**src/rtl/fog_ctrl_pkg.sv**
```systemverilog
// Shared types and constants for the FOG phase-ramp timebase/mode controller.
package fog_ctrl_pkg;

    localparam int DATA_W = 32;

    typedef logic [1:0] state_t;
    localparam state_t ST_IDLE   = 2'd0;
    localparam state_t ST_OPEN   = 2'd1;
    localparam state_t ST_SETTLE = 2'd2;
    localparam state_t ST_CLOSED = 2'd3;

    localparam logic [1:0] FB_OPEN   = 2'd0;
    localparam logic [1:0] FB_CLOSED = 2'd1;
    localparam logic [1:0] FB_STEP   = 2'd2;

    localparam logic [3:0]        GAIN_INIT_DFLT = 4'd5;
    localparam logic [DATA_W-1:0] HP_MIN_DFLT    = 32'd4;

    localparam logic signed [DATA_W-1:0] AMP_MAX = 32'sh7FFF_FFFF;
    localparam logic signed [DATA_W-1:0] AMP_MIN = 32'sh8000_0000;

    typedef struct packed {
        logic [DATA_W-1:0] hp;
        logic [DATA_W-1:0] rate_dly;
        logic [DATA_W-1:0] amp;
        logic [3:0]        gain;
        logic [1:0]        fb;
    } cfg_t;

    // Request code 3 is reserved and behaves as open-loop.
    function automatic logic [1:0] fb_map(input logic [1:0] req);
        return (req == 2'd3) ? FB_OPEN : req;
    endfunction

endpackage

```
**src/rtl/phase_ramp_timebase.sv**
```systemverilog
// Half-period counter, polarity, clamped rate delay and registered trigger pulses.
module phase_ramp_timebase
    import fog_ctrl_pkg::*;
#(
    parameter logic [DATA_W-1:0] HP_MIN = HP_MIN_DFLT
) (
    input  logic              i_clk,
    input  logic              i_rst,
    input  logic              i_active,
    input  logic              i_run,
    input  logic [DATA_W-1:0] i_half_period,
    input  logic [DATA_W-1:0] i_rate_dly,
    output logic              o_boundary,
    output logic              o_pol_nxt,
    output logic              o_mod_trig,
    output logic              o_rate_trig,
    output logic              o_ramp_trig
);

    logic [DATA_W-1:0] hp;
    logic [DATA_W-1:0] rd;
    logic [DATA_W-1:0] cnt;
    logic [DATA_W-1:0] cnt_nxt;
    logic              pol;
    logic              wrap;

    // Triggers are registered from the next count, so they line up with cnt itself.
    always_comb begin
        hp = (i_half_period < HP_MIN) ? HP_MIN : i_half_period;
        if (i_rate_dly == '0)
            rd = 32'd1;
        else if (i_rate_dly > hp - 32'd2)
            rd = hp - 32'd2;
        else
            rd = i_rate_dly;
        wrap       = (cnt == hp - 32'd1);
        o_boundary = i_active && wrap && pol;
        if (!i_active || !i_run) begin
            cnt_nxt   = '0;
            o_pol_nxt = 1'b0;
        end else if (wrap) begin
            cnt_nxt   = '0;
            o_pol_nxt = ~pol;
        end else begin
            cnt_nxt   = cnt + 32'd1;
            o_pol_nxt = pol;
        end
    end

    always_ff @(posedge i_clk) begin
        if (i_rst) begin
            cnt         <= '0;
            pol         <= 1'b0;
            o_mod_trig  <= 1'b0;
            o_rate_trig <= 1'b0;
            o_ramp_trig <= 1'b0;
        end else begin
            cnt         <= cnt_nxt;
            pol         <= o_pol_nxt;
            o_mod_trig  <= i_run && (cnt_nxt == '0);
            o_rate_trig <= i_run && (cnt_nxt == rd);
            o_ramp_trig <= i_run && (cnt_nxt == rd + 32'd1);
        end
    end

endmodule

```
**src/rtl/phase_ramp_sched.sv**
```systemverilog
// FOG phase-ramp scheduler: shadowed config committed on period boundaries and
// the open/settle/closed feedback mode sequencer.
module phase_ramp_sched
    import fog_ctrl_pkg::*;
#(
    parameter int unsigned       SETTLE_PERIODS = 16,
    parameter logic [3:0]        GAIN_INIT      = GAIN_INIT_DFLT,
    parameter logic [DATA_W-1:0] HP_MIN         = HP_MIN_DFLT
) (
    input  logic                     i_clk,
    input  logic                     i_rst,
    input  logic                     i_enable,
    input  logic [DATA_W-1:0]        i_half_period,
    input  logic [DATA_W-1:0]        i_rate_dly,
    input  logic signed [DATA_W-1:0] i_mod_amp,
    input  logic [1:0]               i_fb_req,
    input  logic [3:0]               i_gain_req,
    output logic                     o_mod_trig,
    output logic                     o_rate_trig,
    output logic                     o_ramp_trig,
    output logic signed [DATA_W-1:0] o_mod,
    output logic [DATA_W-1:0]        o_fb_on,
    output logic [DATA_W-1:0]        o_gain_sel,
    output logic [1:0]               o_state,
    output logic                     o_cfg_ack
);

    localparam int              SC_W        = $clog2(SETTLE_PERIODS + 1);
    localparam logic [SC_W-1:0] SETTLE_LAST = SC_W'(SETTLE_PERIODS - 1);

    function automatic logic signed [DATA_W-1:0] neg_sat(input logic signed [DATA_W-1:0] a);
        return (a == AMP_MIN) ? AMP_MAX : -a;
    endfunction

    cfg_t            shadow_p0;
    cfg_t            cfg_p1;
    cfg_t            cfg_nxt;
    state_t          state;
    state_t          state_nxt;
    logic [SC_W-1:0] settle_cnt;
    logic [SC_W-1:0] settle_nxt;
    logic            commit;
    logic            boundary;
    logic            pol_nxt;

    phase_ramp_timebase #(
        .HP_MIN (HP_MIN)
    ) u_timebase (
        .i_clk         (i_clk),
        .i_rst         (i_rst),
        .i_active      (state != ST_IDLE),
        .i_run         (state_nxt != ST_IDLE),
        .i_half_period (cfg_p1.hp),
        .i_rate_dly    (cfg_p1.rate_dly),
        .o_boundary    (boundary),
        .o_pol_nxt     (pol_nxt),
        .o_mod_trig    (o_mod_trig),
        .o_rate_trig   (o_rate_trig),
        .o_ramp_trig   (o_ramp_trig)
    );

    // p0 -> p1: shadow set becomes the committed set on IDLE exit or a period boundary
    always_comb begin
        commit     = i_enable && ((state == ST_IDLE) || boundary);
        cfg_nxt    = commit ? shadow_p0 : cfg_p1;
        state_nxt  = state;
        settle_nxt = settle_cnt;
        if (!i_enable) begin
            state_nxt  = ST_IDLE;
            settle_nxt = '0;
        end else begin
            case (state)
                ST_IDLE: state_nxt = ST_OPEN;
                ST_OPEN: begin
                    if (boundary && cfg_nxt.fb == FB_CLOSED) begin
                        state_nxt  = ST_SETTLE;
                        settle_nxt = '0;
                    end else if (boundary && cfg_nxt.fb == FB_STEP) begin
                        state_nxt = ST_CLOSED;
                    end
                end
                ST_SETTLE: begin
                    if (boundary) begin
                        settle_nxt = '0;
                        if (cfg_nxt.fb == FB_OPEN)
                            state_nxt = ST_OPEN;
                        else if (cfg_nxt.fb == FB_STEP || settle_cnt == SETTLE_LAST)
                            state_nxt = ST_CLOSED;
                        else
                            settle_nxt = settle_cnt + SC_W'(1);
                    end
                end
                default: begin
                    if (boundary && cfg_nxt.fb == FB_OPEN)
                        state_nxt = ST_OPEN;
                end
            endcase
        end
    end

    always_ff @(posedge i_clk) begin
        shadow_p0.hp       <= i_half_period;
        shadow_p0.rate_dly <= i_rate_dly;
        shadow_p0.amp      <= i_mod_amp;
        shadow_p0.gain     <= i_gain_req;
        shadow_p0.fb       <= fb_map(i_fb_req);
    end

    always_ff @(posedge i_clk) begin
        if (i_rst) begin
            state           <= ST_IDLE;
            settle_cnt      <= '0;
            cfg_p1.hp       <= '0;
            cfg_p1.rate_dly <= '0;
            cfg_p1.amp      <= '0;
            cfg_p1.gain     <= GAIN_INIT;
            cfg_p1.fb       <= FB_OPEN;
            o_mod           <= '0;
            o_fb_on         <= '0;
            o_cfg_ack       <= 1'b0;
        end else begin
            state      <= state_nxt;
            settle_cnt <= settle_nxt;
            cfg_p1     <= cfg_nxt;
            o_cfg_ack  <= commit && (shadow_p0 != cfg_p1);
            if (state_nxt == ST_IDLE)
                o_mod <= '0;
            else
                o_mod <= pol_nxt ? neg_sat($signed(cfg_nxt.amp)) : $signed(cfg_nxt.amp);
            o_fb_on <= (state_nxt == ST_CLOSED) ? {{(DATA_W-2){1'b0}}, cfg_nxt.fb} : '0;
        end
    end

    assign o_gain_sel = {{(DATA_W-4){1'b0}}, cfg_p1.gain};
    assign o_state    = state;

endmodule
```
**config.mk**
```make
export PLATFORM = sky130hd
export DESIGN_NAME = phase_ramp_sched
export DESIGN_NICKNAME = d
export VERILOG_FILES = /design/src/rtl/fog_ctrl_pkg.sv /design/src/rtl/phase_ramp_timebase.sv /design/src/rtl/phase_ramp_sched.sv
export SDC_FILE = /design/constraint.sdc
export NUM_CORES = 1
export LEC_CHECK = 0
export CAP_MARGIN = 20
export CORE_ASPECT_RATIO = 1.75
export CORE_MARGIN = 2
export CORE_UTILIZATION = 48
export CTS_BUF_LIST = sky130_fd_sc_hd__clkbuf_8
export DETAILED_ROUTE_END_ITERATION = 8
export PLACE_DENSITY = 0.76
export SKIP_LAST_GASP = 1
export SYNTH_ARGS = -nofsm -noshare
export SYNTH_HDL_FRONTEND = slang
export SYNTH_HIERARCHICAL = 1
export SYNTH_SLANG_ARGS = --single-unit
```
**constraint.sdc**
```tcl
create_clock -name i_clk -period 20.2 [get_ports i_clk]
set_clock_uncertainty 0.05 [all_clocks]
set_input_delay 4.04 -clock i_clk [delete_from_list [all_inputs] [get_ports i_clk]]
set_output_delay 4.04 -clock i_clk [all_outputs]
set_load 0.02 [all_outputs]
```
* Word-level counts from Yosys, hierarchy flattened
Cells that the tools add are included.
Storage, ports and cells: logic and storage cells 96, output and inout port bits 102, input port bits 105, bits in registers 312
Cells by class: mux-type cells 23, reductions and logical operators 27, eq/ne operators 14, $add $sub $neg 6, bitwise gates (word level) 3, order comparisons 2
Operators with widths (number):
- $mux W32 | 7
- $ne A102 B102 Y1 | 1
- $eq A32 B32 Y1 | 3
- $add A32 B1 Y32 const B | 2
- $logic_not A32 Y1 | 2
- $mux W38 | 1
- $eq A32 B32 Y1 const B | 1
- $gt A32 B32 Y1 | 1
- $lt A32 B3 Y1 const B | 1
- $neg A32 Y32 | 1
- $sub A32 B1 Y32 const B | 1
- $sub A32 B2 Y32 const B | 1
- $mux W5 | 4
- $mux W2 | 7
- $logic_and A1 B1 Y1 | 10
- $pmux W5 S2 | 1
- $eq A2 B2 Y1 const B | 4
- $logic_not A2 Y1 | 3
- $pmux W2 S3 | 1
- $reduce_bool A2 Y1 | 3
- $reduce_or A2 Y1 | 3
- $add A5 B1 Y5 const B | 1
- $eq A5 B4 Y1 const B | 1
- $eq A2 B1 Y1 const B | 2
- other kinds (6) | 13

* Depth between registers and ports, before layout
word-level depth 22, gate-level depth with buffers 35, gate-level depth less buffers 29

* By module
The synthesis kept the hierarchy.
Modules (own cells, without submodules):
- phase_ramp_sched | cells an instance 1046, area each 9710.6 um^2, seq. area each 4924.7 um^2, times used 1
- phase_ramp_timebase | cells an instance 1009, area each 7138.1 um^2, seq. area each 720.7 um^2, times used 1

* Worst setup path before layout
Ideal clock, no wire load.
path type register to register, start point reg cfg_p1[76] (netlist name), end point reg u_timebase.o_ramp_trig, required time 20062 ps, period minus slack after synthesis 8066 ps, stages on the path, launching flop included 33, library setup time 88 ps, buffers on the path 5, data arrival time 7928 ps, path slack 12134 ps, cell sequence dfxtp_1 -> buf_6 -> or4_4 -> buf_6 -> nor2_2 -> nand3_1 -> nand2_1 -> ha_1 -> nor3b_2 -> nand4_1 -> nor4_1 -> xnor2_1 -> ha_1 -> nand4_1 -> nor4_1 -> nor2b_1 -> o41ai_2 -> nand2_1 -> clkbuf_1 -> buf_1 -> buf_1 -> nor2_1 -> a211oi_1 -> ha_1 -> and4_1 -> a41oi_1 -> a2111oi_4 -> o21ai_0 -> xnor2_1 -> xnor2_1 -> nor4_2 -> o2111ai_1 -> nor4_2
Between the ends: word-level cells in the longest chain between the ends 22, elaborated cells on any way between the ends 36, classes of those cells add/sub: 3; order compare: 2; eq/ne: 4; mux: 14; reduce/logical: 13
RTL lines:
- start, declared | RTL line phase_ramp_sched.sv:36 | cfg_t cfg_p1;
- start signal, assigned | RTL line phase_ramp_sched.sv:124 | cfg_p1 <= cfg_nxt;
- $lt A32 B3 Y1 | RTL line phase_ramp_timebase.sv:29 | hp = (i_half_period < HP_MIN) ? HP_MIN : i_half_period;
- $mux W32 * | RTL line phase_ramp_timebase.sv:29
- parallel branches: the longest is 19 deep, another holds $sub A32 B2 Y32
- $logic_and A1 B1 Y1 * | RTL line phase_ramp_timebase.sv:62 | o_ramp_trig <= i_run && (cnt_nxt == rd + 32'd1);
- end signal, assigned | RTL line phase_ramp_timebase.sv:62
- end, declared | RTL line phase_ramp_timebase.sv:17 | output logic o_ramp_trig
Every way passes the cells marked *. A chain may end at the register's enable or synchronous reset.

* Final worst setup path
start point reg cfg_p1[75] (netlist name), end point reg u_timebase.o_ramp_trig
The elaborated chain is that of the path after synthesis.

==> metrics <==
Reg clk slew, reported paths=70 ps; switching share of power=35.1%; number of setup buffers added after CTS=0; vias in the first global route=15,876; DR vias/cell=6.04; asr flop ratio synth=0%; largest net degree at the start of global routing=70; die width=146 microns; DR iter-0 viols=1,226; crit-path leading delay family=simple AND/OR/NAND/NOR gates; Required @ worst endpoint=20,650 ps; Final Hold Viols=0; Num Clock Sinks=282; Final Setup Violations=0; Root Buffer=clkbuf_8; Tot GR Track Use=36.4%; CTS buffer count=41; post-synthesis cell type count=95; Non-Filler Instances=2,651; CTS tree=built; routing usage on met1=35.5%; drt pass-1 iters=6; Post-synth top flop=dfxtp_1; global routing met2 resource utilization=65.7%; M3 GR Usage=4.56%; clk_lat worst skew=610 ps; worst-path maximum fanout=60; post-DP HPWL=53,700 microns; Int Pwr=1000 uW; power after layout=1540 uW; IO Port Bufs=148; Worst-Margin Slew=1160 ps; max-slew violations=0; Pwr Density=79.9 nW/um^2; crit end category=flip-flop; wire length per cell=25.7 microns; Worst slew margin=21.9%; RSZ-0062 raised after global routing=false; # IOs=207; Max Root-Sink Buffers=3; initial antenna violation count=1; EDFF count, synth=0; first-pass GRT wire length=99,900 microns; peak supply drop=0.0573 mV; post-cts sizing count=0; GRT busiest layer=met2; Cell Rows=90; Seq pwr share=40.3%; crit path max-delay cell type=or4_4; die height=252 microns; P_sw=542 uW; P&R area growth vs syn=14.7%; nets@finish=2,307; cts-stage hold buffer count=0; Routed Antenna Nets=0; Syn Area/Cell=8.20 sq um; depth of the CTS H-tree=2; Post-Synthesis Cells=2,055; TNS Setup=0 ps; CP Launch Type=flip-flop; die area=36,700 sq um; Placer Congestion=1.06; yosys warns=6; Starting Density=48.7%; layout cells sized above 1=6.35%; fin crit period=9420 ps; MaxCap Viol Count=0; Post-DP Area=18,400 sq um; Mapped Area=16,800 sq um; Critical Path AT=9860 ps; post-synthesis sequential element count=282; Critical Path Max Stage Delay=620 ps; CP bufs+invs=2; via count=16,001; sequential share of the synthesized area=33.5%; Hold Crit Class=reg2reg; core area=34,600 sq um; gr ovfl total=0; power share of the combinational group=28.0%; drt drc=0; final non-filler cell area=19,300 sq um; clock power share=31.7%; P_leak=0.00735 uW; WS Path Type=reg2reg; outcome=completed; Cell Count Post-Placement=2,577; WL final=68,100 microns; share of the clock period used by the worst path=46.6%; fmax=106 MHz
## registers in the layout, indices dropped and copies added (netlist names), 2 cells and up
register / flops
o_gain_sel: 4
o_state: 2
shadow_p0: 102
o_fb_on: 2
settle_cnt: 5
u_timebase/cnt: 32
o_mod: 32
cfg_p1: 98
## per-stage QoR
step | worst slack (ps) | hold WS [ps] | utilization, %
after floorplan | 12130 | 391 | -
after global placement | 11160 | 398 | 53.2
after detailed placement | 11020 | 406 | 53.2
after CTS | 10950 | 412 | 55.7
after global routing | 9870 | 433 | 55.9
final | 10780 | 412 | 55.9
## logic make-up (layout without fill, tap and decap cells)
kind of cell | after synthesis | after routing | synth area share (%)
xor gates and xnor gates | 267 | 267 | 14.1
adders and majority gates | 39 | 39 | 2.90
and+or+nand+nor | 823 | 823 | 25.2
buffers and inverters | 206 | 282 | 6.47
other | 1 | 61 | 0.0223
AOI/OAI and AO/OA | 392 | 392 | 15.1
muxes | 45 | 45 | 2.70
DFF | 282 | 282 | 33.5
## power by group through the flow
stage / clock (uW) / combinational [uW] / sequential [uW]
floorplan: 0 / 290 / 618
global placement: 0 / 420 / 632
detailed placement: 0 / 420 / 633
CTS: 497 / 422 / 621
global route: 518 / 460 / 625
finish: 489 / 433 / 622
## cell type report
cell class	count	area (sq um)
Fill cell	3245	15300
Clock buffer	46	633
Sequential cell	282	5650
Multi-Input combinational cell	1624	10300
Inverter	33	124
Timing Repair Buffer	181	1770
Clock inverter	22	220
Tap cell	460	576
Antenna cell	3	7.51
## final timing paths
path	startpoint	endpoint	slack (ps)	depth (start not counted)
setup / recovery	cfg_p1[75]$_SDFFE_PP0P_	u_timebase/o_ramp_trig$_SDFF_PP0_	10780	29
hold / removal	shadow_p0[49]$_DFF_P_	cfg_p1[49]$_SDFFE_PP0P_	410	2
setup reg to reg	cfg_p1[75]$_SDFFE_PP0P_	u_timebase/o_ramp_trig$_SDFF_PP0_	10780	29
hold reg to reg	shadow_p0[49]$_DFF_P_	cfg_p1[49]$_SDFFE_PP0P_	410	2
## layout by cell type (no fill, tap or decap), types with 60 or more instances in the layout
master / instances
clkdlybuf4s50_1: 147
nand2_1: 239
nor3_1: 62
xnor2_1: 141
a21oi_1: 150
nor2_1: 162
nand4_1: 60
dfxtp_1: 282
nor4_1: 62
xor2_1: 123
## Yosys cell counts, drive strengths merged (4+ instances only)
cell type  count  area [sq um]
nor3b          6          50.1
o41ai          6          60.1
o311ai         6          52.6
mux2i         42           420
a21oi        154           786
nor2b         12          75.1
ha            39           488
o21ai         61           305
and4b          4          40.0
o22ai          8          50.1
clkbuf        81           309
and3          26           163
a2111oi        6          71.3
or4           14           113
xor2         123          1080
or3           28           180
a21o           5          37.5
nor4          69           493
nor4b          7          67.6
inv           33           124
o2bb2ai        5          43.8
nor2         166           628
nand4         61           397
o32ai          4          35.0
nand3         55           275
o31ai         17           151
dfxtp        282          5650
nand2        242           913
xnor2        141          1230
o2111ai        4          35.0
nand3b         7          52.6
o21a           9          67.6
o22a           4          35.0
nor3          64           330
o31a           7          61.3
buf           92           657
a211oi        22           165
or2           12          75.1
o211ai        19           143
and2          12          75.1
nand2b        14          95.1
and4          10          87.6
a31oi         17           106
## per-layer routing
| layer | part of all wire, % | vias to the layer above |
|---|---|---|
| li1 | - | 7433 |
| met1 | 33 | 7609 |
| met2 | 50 | 704 |
| met3 | 4.9 | 255 |
| met4 | 11 | 0 |
| met5 | 0 | - |
## worst register-to-register path: cells and delay by family (launching register included)
kind | cells | cell delay [ps]
compound gates | 6 | 1810
flops | 1 | 500
buf+inv | 2 | 690
simple gates | 15 | 4730
xor+xnor | 3 | 540
fa+ha+maj | 3 | 1000
No activity file was read; power rests on OpenSTA's default activity.
